**config.mk**
```make
export PLATFORM = sky130hd
export DESIGN_NAME = pipe_stall_ctrl
export DESIGN_NICKNAME = d
export VERILOG_FILES = /design/src/rtl/pipe_stall_ctrl.sv
export SDC_FILE = /design/constraint.sdc
export NUM_CORES = 1
export LEC_CHECK = 0
export BUFFER_PORTS_ARGS = -buffer_cell sky130_fd_sc_hd__buf_4
export CAP_MARGIN = 20
export CORE_ASPECT_RATIO = 1.1
export CORE_MARGIN = 2
export CORE_UTILIZATION = 45
export DETAILED_ROUTE_END_ITERATION = 7
export PLACE_DENSITY = 0.68
export SYNTH_ARGS = -nofsm -noshare
export SYNTH_HDL_FRONTEND = slang
export SYNTH_SLANG_ARGS = --single-unit
```
**constraint.sdc**
```tcl
create_clock -name clk -period 9.2 [get_ports clk]
set_clock_uncertainty 0.15 [all_clocks]
set_input_delay 0 -clock clk [delete_from_list [all_inputs] [get_ports clk]]
set_output_delay 0 -clock clk [all_outputs]
set_load 0.005 [all_outputs]
```
**src/rtl/pipe_stall_ctrl.sv**
```systemverilog
// Hazard controller for the in-order pipeline. It resolves per-stage stall requests and
// redirect (flush) requests into per-stage hold/bubble controls. Redirects that a stall
// blocks are parked in a one-entry pending slot and replayed later. The block also keeps
// saturating stall/flush counters and a sticky stall watchdog.
module pipe_stall_ctrl #(
  parameter int unsigned NSTAGE     = 5,
  parameter int unsigned STG_W      = (NSTAGE > 1) ? $clog2(NSTAGE) : 1,
  parameter int unsigned CNT_W      = 32,
  parameter int unsigned WDOG_LIMIT = 1024
) (
  input  logic              clk,
  input  logic              rst,
  input  logic              rdy,
  input  logic [NSTAGE-1:0] stall_req,
  input  logic              flush_req,
  input  logic [STG_W-1:0]  flush_stage,
  output logic              hold_pc,
  output logic [NSTAGE-1:0] hold,
  output logic [NSTAGE-1:0] bubble,
  output logic              flush_go,
  output logic [STG_W-1:0]  flush_go_stage,
  output logic [CNT_W-1:0]  stall_cycles,
  output logic [CNT_W-1:0]  flush_count,
  output logic              wdog_trip
);

  localparam int unsigned WD_W = $clog2(WDOG_LIMIT + 1);
  localparam logic [WD_W-1:0] WdLimit = WD_W'(WDOG_LIMIT);
  localparam logic [STG_W:0] NStageV = (STG_W + 1)'(NSTAGE);

  // Action taken this cycle, highest-priority condition first.
  typedef enum logic [2:0] {
    ActIdle,
    ActRst,
    ActFreeze,
    ActFlush,
    ActStall
  } act_e;

  act_e act;

  logic             pend_v_q, pend_v_d;
  logic [STG_W-1:0] pend_stage_q, pend_stage_d;
  logic [CNT_W-1:0] stall_cnt_q, stall_cnt_d;
  logic [CNT_W-1:0] flush_cnt_q, flush_cnt_d;
  logic [WD_W-1:0]  wd_cnt_q, wd_cnt_d;
  logic             trip_q, trip_d;

  logic             new_ok;
  logic             fv;
  logic [STG_W-1:0] fs;
  logic             stall_any;
  logic [STG_W-1:0] s_idx;
  logic             stall_blocks;

  // Decode the flush candidate, the oldest stalling stage and the winning action.
  always_comb begin
    // Stage 0 cannot redirect and indices past WB do not exist.
    new_ok = flush_req && (flush_stage != '0) && ({1'b0, flush_stage} < NStageV);
    fv     = new_ok | pend_v_q;
    fs     = '0;
    if (pend_v_q) fs = pend_stage_q;
    // The older (higher-index) redirect wins when both are present.
    if (new_ok && (flush_stage > fs)) fs = flush_stage;

    stall_any = |stall_req;
    s_idx     = '0;
    for (int i = 0; i < NSTAGE; i++) begin
      if (stall_req[i]) s_idx = STG_W'(i);
    end
    // Only a stall at or beyond the redirecting stage blocks it; younger ones are wrong-path.
    stall_blocks = stall_any && (s_idx >= fs);

    if (rst) begin
      act = ActRst;
    end else if (!rdy) begin
      act = ActFreeze;
    end else if (fv && !stall_blocks) begin
      act = ActFlush;
    end else if (stall_any) begin
      act = ActStall;
    end else begin
      act = ActIdle;
    end
  end

  // Per-stage hold/bubble and PC controls for the chosen action.
  always_comb begin
    hold_pc        = 1'b0;
    hold           = '0;
    bubble         = '0;
    flush_go       = 1'b0;
    flush_go_stage = '0;
    unique case (act)
      ActFreeze: begin
        hold_pc = 1'b1;
        hold    = '1;
      end
      ActFlush: begin
        flush_go       = 1'b1;
        flush_go_stage = fs;
        for (int i = 0; i < NSTAGE; i++) begin
          bubble[i] = (STG_W'(i) < fs);
        end
      end
      ActStall: begin
        hold_pc = 1'b1;
        for (int i = 0; i < NSTAGE; i++) begin
          hold[i]   = (STG_W'(i) < s_idx);
          bubble[i] = (STG_W'(i) == s_idx);
        end
      end
      default: ;
    endcase
  end

  // Next-state for the pending redirect, counters and watchdog.
  always_comb begin
    pend_v_d     = pend_v_q;
    pend_stage_d = pend_stage_q;
    stall_cnt_d  = stall_cnt_q;
    flush_cnt_d  = flush_cnt_q;
    wd_cnt_d     = wd_cnt_q;
    trip_d       = trip_q;
    unique case (act)
      ActRst: begin
        pend_v_d     = 1'b0;
        pend_stage_d = '0;
        stall_cnt_d  = '0;
        flush_cnt_d  = '0;
        wd_cnt_d     = '0;
        trip_d       = 1'b0;
      end
      ActFreeze: begin
        // Counters freeze, but a redirect arriving now must not be lost.
        if (new_ok) begin
          pend_v_d     = 1'b1;
          pend_stage_d = fs;
        end
      end
      ActFlush: begin
        pend_v_d = 1'b0;
        if (flush_cnt_q != '1) flush_cnt_d = flush_cnt_q + CNT_W'(1);
        wd_cnt_d = '0;
      end
      ActStall: begin
        if (fv) begin
          pend_v_d     = 1'b1;
          pend_stage_d = fs;
        end
        if (stall_cnt_q != '1) stall_cnt_d = stall_cnt_q + CNT_W'(1);
        if (wd_cnt_q != WdLimit) wd_cnt_d = wd_cnt_q + WD_W'(1);
        if (wd_cnt_d == WdLimit) trip_d = 1'b1;
      end
      default: begin
        wd_cnt_d = '0;
      end
    endcase
  end

  // State registers; reset is folded into the next-state logic.
  always_ff @(posedge clk) begin
    pend_v_q     <= pend_v_d;
    pend_stage_q <= pend_stage_d;
    stall_cnt_q  <= stall_cnt_d;
    flush_cnt_q  <= flush_cnt_d;
    wd_cnt_q     <= wd_cnt_d;
    trip_q       <= trip_d;
  end

  assign stall_cycles = stall_cnt_q;
  assign flush_count  = flush_cnt_q;
  assign wdog_trip    = trip_q;

endmodule

```
==> flow_summary_export.csv, run 1 <==
group,metric,value,unit
logic_synthesis,ys.flop_type,"edfxtp_1",
layout,regArea,2400,µm²
clock_tree,cts_max_path_buffers,2,
status,status,"completed",
global_routing,grt_max_degree,60,
route,wire_per_inst,15.1,µm
layout,insertedDiodeCount,0,
die,core,10200,µm²
die,die_h,111,µm
setup_path,ff2ff_path_depth,17,
layout,multi_input_area,2120,µm²
layout,fillers,907,
power_and_ir_drop,leakage,2.21,nW
route,routed_wl,10500,µm
timing,setup_viol,0,
logic_synthesis,synth.top_cell.area_share,51.2,%
power_and_ir_drop,fin_total_pwr,0.000906,W
setup_path,crit_family,"compound AO/OA/AOI/OAI gates",
logic_synthesis,synthTopCellsByCount,"nor2_1 (101), edfxtp_1 (80), xor2_1 (41)",
global_routing,antenna_found_initial,0,
placed_design,dp.cells,672,
die,dieWidth,101,µm
global_routing,grt_usage,19.0,%
clock_tree,cts_tree,"built",
timing,finalCritPeriodShare,50.4,%
setup_path,slowest_stage,"edfxtp_1",
global_routing,grt_pass1_wl,17100,µm
setup_path,r2r-start,"pend_v_q",
global_routing,first_global_vias,3561,
timing,whs,0.0777,ns
min_path,min_path_type,"in -> reg",
global_routing,overflow,0,
setup_path,crit_type,"reg -> out",
global_routing,gr-usage-met1,24.6,%
die,boundaryPins,92,
setup_path,path_buf_inv,5,
clock_tree,insertion_delay,0.34,ns
clock_tree,h-tree-depth,3,
route,num_vias,3720,
global_routing,grt_use_met2,29.8,%
setup_path,path_max_fanout,59,
logic_synthesis,synthDistinctLibCells,47,
die,initial_core_util,45.8,%
die,std_cell_rows,39,
logic_synthesis,synth-seq-cells,80,
logic_synthesis,syn_inst,469,
timing,finalHoldViolations,0,
clock_tree,clkSinkCount,80,
layout,final_core_util,56.4,%
timing,fmaxAchievable,215,MHz
route,drt_iter0_drc,149,
setup_path,startpoint,"pend_v_q",
power_and_ir_drop,power.density,157,nW/µm²
timing,relSlewSlack,50.4,%
logic_synthesis,synthTopCellsByArea,"edfxtp_1 (51%), nor2_1 (8.1%), xor2_1 (7.7%)",
route,antenna_left,0,
logic_synthesis,yosysWarnings,0,
logic_synthesis,yosysMostFrequentCell,"nor2_1",
flow_run,drv_cap,0,
layout,nNetsFinal,584,
timing,drv_slew,0,
layout,finalNonFillerCells,691,
logic_synthesis,synth_async_sr_flop_share,0,%
logic_synthesis,syn-cell-area,4690,µm²
global_routing,use_met3,6.12,%
logic_synthesis,synth_nets,489,
placed_design,io_buffers,91,
die,die-area,11300,µm²
clock_tree,clkSlewWorstSetupHoldPaths,0.06,ns
logic_synthesis,yosysSeqAreaShare,51.2,%
setup_path,worstReg2RegEnd,"pend_stage_q[1]",
route,via_per_inst,5.38,
timing,tightest_slew,0.737,ns
clock_tree,cts-root-buf,"clkbuf_16",
setup_path,critPathMostFrequentCell,"inv_1",
setup_path,cp.depth,18,
placed_design,hpwl,7250,µm
power_and_ir_drop,max-vdd-ir-drop,0.0843,mV
setup_path,cp.required,9.05,ns
layout,drive_gt1_share,20.6,%
clock_tree,cts_buffers,9,
route,drtPass1Iterations,4,
setup_path,regToRegSetupSlack,4.61,ns
timing,rsz0062_at_grt,"no",
logic_synthesis,synth_top_area_cell,"edfxtp_1",
route,route.detailed.drc,0,
timing,post-route-min-period,4.64,ns
setup_path,worstSetupEndpointType,"primary output",
global_routing,top_usage_layer,"met2",
logic_synthesis,synth-edff-count,80,
setup_path,path_cells,"and2_1 -> inv_1 -> ha_1 -> and3b_1 -> o21ai_1 -> or2_1 -> nor2_1 -> a21oi_1 -> inv_1 -> ha_1 -> inv_1 -> a32oi_1 -> nand3_1 -> a31o_1 -> a21o_2 -> buf_4 -> o32ai_2 -> buf_4",
setup_path,arrival,4.49,ns
logic_synthesis,postSynthAreaPerCell,10.0,µm²
timing,fin_setup_tns,0,ns
setup_path,critPathLaunchType,"flip-flop",
setup_path,slowest_delay,0.49,ns
setup_path,critPathCapture,"bubble[3]",
layout,area_growth,23.2,%
placed_design,gp_congestion,0.933,
flip-flops by register name, indices dropped and copies added, names as in the netlist:
name,flops
pend_stage_q,3
pend_v_q,1
wdog_trip,1
flush_count,32
stall_cycles,32
wd_cnt_q,11
final cells by class:
cell class	instances	share of cell area (%)
Clock buffer	10	3.96
Clock inverter	5	0.433
Inverter	24	1.56
Multi-Input combinational cell	350	36.8
Sequential cell	80	41.6
Tap cell	123	2.66
Timing Repair Buffer	99	13.0
how the worst min path moves through the flow:
stage | start | to | cells past startpoint
6_report | flush_req | pend_stage_q[0] | 3
2_1_floorplan | rst | hold[4] | 1
4_1_cts | flush_req | pend_stage_q[0] | 3
5_1_grt | flush_req | pend_stage_q[2] | 3
3_3_place_gp | rdy | hold[4] | 3
3_5_place_dp | rdy | hold[4] | 3
power breakdown:
| group | internal, W | switching (W) | total, W |
|---|---|---|---|
| clock network | 0.000178 | 0.000137 | 0.000316 |
| registers | 0.000432 | 0.0000312 | 0.000464 |
| logic | 0.0000622 | 0.0000651 | 0.000127 |
per-stage QoR:
| step | area, µm² | setup slack (ns) |
|---|---|---|
| 2_1_floorplan | 4690 | 2.99 |
| 3_3_place_gp | 5480 | 4.84 |
| 3_5_place_dp | 5480 | 4.63 |
| 4_1_cts | 5780 | 4.56 |
| 5_1_grt | 5780 | 4.18 |
| 6_report | 5780 | 4.56 |
worst min-delay path: stages:
cell,delay [ns]
buf_4,0.12
nand3_2,0.11
a22oi_1,0.13
cell usage in the layout (no fill, tap or decap), drive strengths merged, types with 3 or more instances in the layout:
cell | netlist | routed
a31oi | 3 | 3
a21o | 3 | 3
o21ai | 12 | 12
a21oi | 7 | 7
dlygate4sd3 | 0 | 4
xor2 | 41 | 41
nor2b | 8 | 8
nor4 | 4 | 4
nand4 | 13 | 13
xnor2 | 29 | 29
nand3 | 34 | 34
inv | 23 | 23
buf | 11 | 95
clkinv | 1 | 5
and3 | 10 | 10
nor3 | 9 | 9
and2 | 5 | 5
clkbuf | 4 | 10
and4 | 8 | 8
edfxtp | 80 | 80
nand2 | 31 | 31
nor2 | 101 | 101
ha | 8 | 8
routing by layer:
metal | up-vias | wire [µm] | part of all wire, %
met5 | - | 0 | 0
met4 | 0 | 181 | 1.7
met3 | 14 | 676 | 6.5
met2 | 86 | 4900 | 47
met1 | 1778 | 4690 | 45
li1 | 1842 | - | -
timing repair:
item,4_1_cts,5_1_grt
setup buffers,0,0
hold buffers,4,0
endpoints found under the setup margin,0,0
gates resized for setup,0,0
hold endpoints to repair,4,0
kinds of logic after synthesis:
logic type      share of synthesized area (%)
compound gates                           6.43
xor+xnor                                 13.1
fa+ha+maj                                2.13
buf+inv                                  3.68
flops                                    51.2
simple gates                             23.5
No activity file was read; power rests on OpenSTA's default activity.
==> run 2, diff against run 1 <==
--- a/config.mk
+++ b/config.mk
@@ -11,7 +11,7 @@
 export CORE_MARGIN = 2
 export CORE_UTILIZATION = 45
 export DETAILED_ROUTE_END_ITERATION = 7
-export PLACE_DENSITY = 0.68
+export PLACE_DENSITY = 0.71
 export SYNTH_ARGS = -nofsm -noshare
 export SYNTH_HDL_FRONTEND = slang
 export SYNTH_SLANG_ARGS = --single-unit
==> constraint.sdc (replaced) <==
create_clock -name clk -period 4.01 [get_ports clk]
set_clock_uncertainty 0.15 [all_clocks]
set_input_delay 0 -clock clk [delete_from_list [all_inputs] [get_ports clk]]
set_output_delay 0 -clock clk [all_outputs]
set_load 0.005 [all_outputs]
==> run 2 against run 1 <==
Critical path depth did not move. Worst hold slack improved by 0.013 ns. Largest cell class unchanged. Register-to-register slack got worse by 4.3 ns. Final cell count rose by 1.7%. Flip-flop and latch count did not move. Combinational power rose to 2.6 times the previous value. Global-route usage rose by 0.88 points. Cell area rose by 4.8%. Worst setup slack got worse by 4.4 ns. Non-clock buffer count rose by 12. Die area did not move. Utilization rose by 2.7 points.
==> flow_summary_export.csv, run 2 (synthesized netlist as in run 1, its figures left out) <==
group,metric,value,unit
status,status,"completed",
route,route.detailed.drc,0,
clock_tree,clkSlewWorstSetupHoldPaths,0.06,ns
setup_path,path_cells,"and2_4 -> inv_2 -> ha_4 -> and3b_1 -> o21ai_4 -> or2_4 -> nor2_2 -> a21oi_2 -> inv_1 -> ha_1 -> inv_1 -> a32oi_1 -> nand3_1 -> a31o_1 -> a21o_4 -> buf_4 -> o32ai_4 -> buf_4",
clock_tree,clkSinkCount,80,
flow_run,drv_cap,0,
layout,mostFrequentLayoutCell,"buf_4",
layout,finalNonFillerCells,703,
global_routing,grt_pass1_wl,17900,µm
route,wire_per_inst,15.5,µm
timing,fmaxAchievable,257,MHz
clock_tree,cts_tree,"built",
placed_design,io_buffers,91,
die,die-area,11300,µm²
layout,area_growth,29.0,%
power_and_ir_drop,leakage,2.33,nW
placed_design,dp.cells,676,
route,num_vias,3891,
timing,post-route-min-period,3.88,ns
timing,finalCritPeriodShare,96.9,%
clock_tree,cts-root-buf,"clkbuf_16",
setup_path,arrival,3.73,ns
global_routing,antenna_found_initial,0,
timing,setup_viol,0,
timing,relSlewSlack,51.8,%
placed_design,hpwl,7670,µm
timing,tightest_slew,0.716,ns
die,boundaryPins,92,
timing,rsz0062_at_grt,"yes",
placed_design,place_ws,0.184,ns
route,drt_iter0_drc,147,
setup_path,path_max_fanout,13,
global_routing,first_global_vias,3781,
die,die_h,111,µm
timing,fin_setup_tns,0,ns
setup_path,cp.required,3.86,ns
clock_tree,cts_max_path_buffers,2,
route,antenna_left,0,
clock_tree,h-tree-depth,3,
die,initial_core_util,45.8,%
global_routing,overflow,0,
global_routing,grt_max_degree,33,
timing,drv_slew,0,
timing,finalHoldViolations,0,
die,core,10200,µm²
global_routing,grt_usage,19.9,%
setup_path,crit_type,"reg -> out",
clock_tree,cts_buffers,9,
clock_tree,insertion_delay,0.34,ns
min_path,min_path_type,"in -> reg",
setup_path,slowest_delay,0.48,ns
power_and_ir_drop,max-vdd-ir-drop,0.246,mV
route,routed_wl,10900,µm
layout,layout_common_cells,"buf_4 (103), nor2_1 (100), edfxtp_1 (80), xor2_1 (41), nand3_1 (32)",
layout,drive_gt1_share,24.1,%
setup_path,critPathLaunchType,"flip-flop",
die,std_cell_rows,39,
die,dieWidth,101,µm
setup_path,worstSetupEndpointType,"primary output",
route,drtPass1Iterations,4,
layout,insertedDiodeCount,0,
power_and_ir_drop,power.density,388,nW/µm²
route,via_per_inst,5.53,
placed_design,gp_congestion,0.866,
layout,nNetsFinal,596,
setup_path,slowest_stage,"edfxtp_1",
timing,fin_ws,0.125,ns
## run 2: final cells by class
| type | count | area, µm² |
|---|---|---|
| Fill cell | 861 | 4190 |
| Sequential cell | 80 | 2400 |
| Multi-Input combinational cell | 350 | 2200 |
| Timing Repair Buffer | 111 | 870 |
| Clock buffer | 9 | 225 |
| Tap cell | 123 | 154 |
| Clock inverter | 6 | 115 |
| Inverter | 24 | 90.1 |
## run 2: final timing paths
kind / start / end / slack (ns) / cells after the start
setup / recovery: pend_v_q / bubble[3] / 0.13 / 18
hold / removal: flush_req / pend_stage_q[2] / 0.09 / 3
setup reg to reg: pend_v_q / pend_stage_q[0] / 0.35 / 16
hold reg to reg: stall_cycles[0] / stall_cycles[0] / 0.50 / 1
## run 2: power breakdown
group	internal [W]	total [W]	switching [W]
combinational	0.000169	0.000334	0.000166
clock	0.000609	0.000953	0.000344
sequential	0.000991	0.00106	0.0000717
total	0.00177	0.00235	0.000581
## run 2: layer usage
layer  GRT usage, %  vias to the layer above  wire (µm)
met5              0                        -          0
met4           7.84                        0        257
li1               -                     1863          -
met1           25.1                     1886       4680
met2           31.6                      117       5270
met3           6.12                       25        679
## run 2: per-stage QoR
stage	total power [W]	hold WS, ns	area (µm²)	utilization (%)
after floorplan	0.00124	-0.114	4760	-
after global placement	0.00137	0.135	5580	54.4
after detailed placement	0.00139	0.145	5580	54.4
after CTS	0.00234	0.0821	5970	58.3
after global routing	0.00244	0.134	6050	59.1
final	0.00235	0.0909	6050	59.1
## run 2: worst max-delay path, delay by kind of cell (launching register included)
family / cells / cell delay [ns]
adder cells (fa/ha/maj): 2 / 0.47
buffers and inverters: 5 / 0.50
AO/OA/AOI/OAI: 6 / 1.20
flip-flops: 1 / 0.48
AND/OR/NAND/NOR: 5 / 0.74
## run 2: timing repair
| action | CTS | global route |
|---|---|---|
| pin swaps | 0 | 3 |
| endpoints found under the setup margin | 3 | 17 |
| hold buffers | 4 | 0 |
| resized for setup | 1 | 5 |
| buffers inserted | 1 | 7 |
| hold endpoints to repair | 3 | 0 |
==> run 3, diff against run 2 <==
==> constraint.sdc (replaced) <==
create_clock -name clk -period 4.01 [get_ports clk]
set_clock_uncertainty 0.15 [all_clocks]
set_input_delay 0.802 -clock clk [delete_from_list [all_inputs] [get_ports clk]]
set_output_delay 0.802 -clock clk [all_outputs]
set_load 0.005 [all_outputs]
==> run 3 against run 2 <==
The flow now finishes with violations (setup timing). Via count rose by 0.77%. Utilization rose by 2.9 points. Clock-buffer cell count rose by 2. Cell area rose by 4.9%. Worst setup slack got worse by 0.41 ns. Critical path type unchanged.
==> flow_summary_export.csv, run 3 (synthesized netlist as in run 1, its figures left out) <==
group,metric,value,unit
layout,drive_gt1_share,28.8,%
clock_tree,cts_buffers,9,
setup_path,slowest_delay,0.43,ns
layout,mostFrequentLayoutCell,"buf_4",
min_path,min_path_type,"reg -> reg",
clock_tree,clkSinkCount,80,
layout,stdcell_area,6350,µm²
global_routing,grt_max_degree,51,
route,num_vias,3921,
die,core,10200,µm²
clock_tree,insertion_delay,0.33,ns
clock_tree,cts_max_path_buffers,2,
timing,rsz0062_at_grt,"yes",
timing,tightest_slew,0.756,ns
power_and_ir_drop,clkPwrFrac,36.6,%
timing,relSlewSlack,49.2,%
power_and_ir_drop,p_int,0.00174,W
power_and_ir_drop,max-vdd-ir-drop,0.258,mV
timing,finalHoldViolations,0,
timing,fmaxAchievable,233,MHz
placed_design,place_ws,-0.380,ns
power_and_ir_drop,switching_share,24.4,%
route,route.detailed.drc,0,
global_routing,grt_pass1_wl,17600,µm
setup_path,worstSetupEndpointType,"primary output",
timing,fin_setup_tns,-3.42,ns
die,die-area,11300,µm²
setup_path,path_max_fanout,6,
setup_path,regToRegSetupSlack,0.09,ns
timing,whs,0.474,ns
global_routing,first_global_vias,3696,
setup_path,critPathLaunchType,"flip-flop",
power_and_ir_drop,fin_total_pwr,0.00230,W
timing,finalCritPeriodShare,107,%
power_and_ir_drop,comb_power_share,17.3,%
placed_design,io_buffers,91,
clock_tree,h-tree-depth,3,
timing,setup_viol,14,
die,die_h,111,µm
route,drtPass1Iterations,4,
setup_path,slowest_stage,"edfxtp_1",
timing,post-route-min-period,4.29,ns
route,wire_per_inst,15.9,µm
layout,nNetsFinal,613,
timing,drv_slew,0,
die,initial_core_util,45.8,%
power_and_ir_drop,leakage,2.46,nW
power_and_ir_drop,power.density,363,nW/µm²
global_routing,grt_usage,19.5,%
route,routed_wl,11400,µm
setup_path,crit_type,"reg -> out",
setup_path,cp.required,3.06,ns
flow_run,drv_cap,0,
status,status,"complete, but fails checks",
placed_design,postPlaceCellArea,5750,µm²
die,std_cell_rows,39,
clock_tree,cts_tree,"built",
die,boundaryPins,92,
status,violations,"setup timing",
clock_tree,clkSlewWorstSetupHoldPaths,0.06,ns
placed_design,gp_congestion,0.863,
clock_tree,cts-root-buf,"clkbuf_16",
setup_path,path_cells,"and2_4 -> inv_4 -> ha_4 -> and3b_1 -> o21ai_2 -> or2_4 -> a21oi_4 -> inv_2 -> ha_4 -> inv_2 -> a32oi_1 -> nand3_1 -> a31o_1 -> a21o_4 -> buf_6 -> o21ai_2 -> buf_4",
die,dieWidth,101,µm
power_and_ir_drop,power_frac_seq,46.1,%
timing,fin_ws,-0.280,ns
route,drt_iter0_drc,156,
route,antenna_left,0,
layout,area_growth,35.4,%
global_routing,overflow,0,
clock_tree,postCtsHoldBufs,0,
power_and_ir_drop,p_sw,0.000561,W
placed_design,hpwl,7810,µm
layout,insertedDiodeCount,0,
route,via_per_inst,5.44,
global_routing,antenna_found_initial,0,
layout,layout_common_cells,"buf_4 (110), nor2_1 (100), edfxtp_1 (80), xor2_1 (41), nand3_1 (32)",
setup_path,arrival,3.34,ns
-- run 3: cell count changes in the layout (fill, tap and decap cells not counted), moves of 3 or more --
cell / delta
inv_1: -4
buf_6: +8
buf_4: +7
dlygate4sd3_1: -4
clkinv_1: +3
o21ai_2: +4
clkbuf_16: +4
inv_4: +3
ha_1: -3
-- run 3: final timing paths --
| path | startpoint | endpoint | depth (start not counted) |
|---|---|---|---|
| setup / recovery | pend_v_q | hold[0] | 17 |
| hold / removal | flush_count[0] | flush_count[0] | 1 |
| setup reg to reg | pend_v_q | stall_cycles[5] | 20 |
| hold reg to reg | flush_count[0] | flush_count[0] | 1 |
-- run 3: cell type report --
cell class | count | area (µm²)
clock buffer | 11 | 233
timing repair buffer | 128 | 1130
clock inverter | 5 | 71.3
fill | 825 | 3900
tap | 123 | 154
sequential | 80 | 2400
multi-input combinational | 350 | 2260
inverter | 24 | 97.6
-- run 3: layer usage --
| metal | up-vias | GRT usage [%] | routed length, µm |
|---|---|---|---|
| met4 | 0 | 7.48 | 215 |
| met1 | 1870 | 24.5 | 4840 |
| met5 | - | 0 | 0 |
| li1 | 1901 | - | - |
| met3 | 21 | 4.10 | 640 |
| met2 | 129 | 32.6 | 5740 |
-- run 3: worst max-delay path, delay by kind of cell (launching register included) --
family                   cells  cell delay [ns]
flip-flops                   1             0.43
adder cells (fa/ha/maj)      2             0.51
AO/OA/AOI/OAI                6             0.95
buffers and inverters        5             0.37
AND/OR/NAND/NOR              4             0.74
-- run 3: timing repair --
item,CTS,global route
setup endpoints to repair,14,44
hold endpoints to repair,0,0
setup buffers,4,6
pin swaps,14,14
gates resized for setup,10,18
gates cloned,0,5
-- run 3: per-stage QoR --
| step | util [%] | instances |
|---|---|---|
| 2_1_floorplan | - | 469 |
| 3_3_place_gp | 56.1 | 690 |
| 3_5_place_dp | 56.1 | 690 |
| 4_1_cts | 59.6 | 710 |
| 5_1_grt | 62.0 | 721 |
| 6_report | 62.0 | 721 |
-- run 3: power groups by stage --
stage	clock (W)	sequential (W)	combinational (W)
finish	0.000842	0.00106	0.000398
floorplan	0	0.00107	0.000176
detailed placement	0	0.00108	0.000336
global route	0.000884	0.00107	0.000432
CTS	0.000856	0.00106	0.000352
global placement	0	0.00107	0.000328
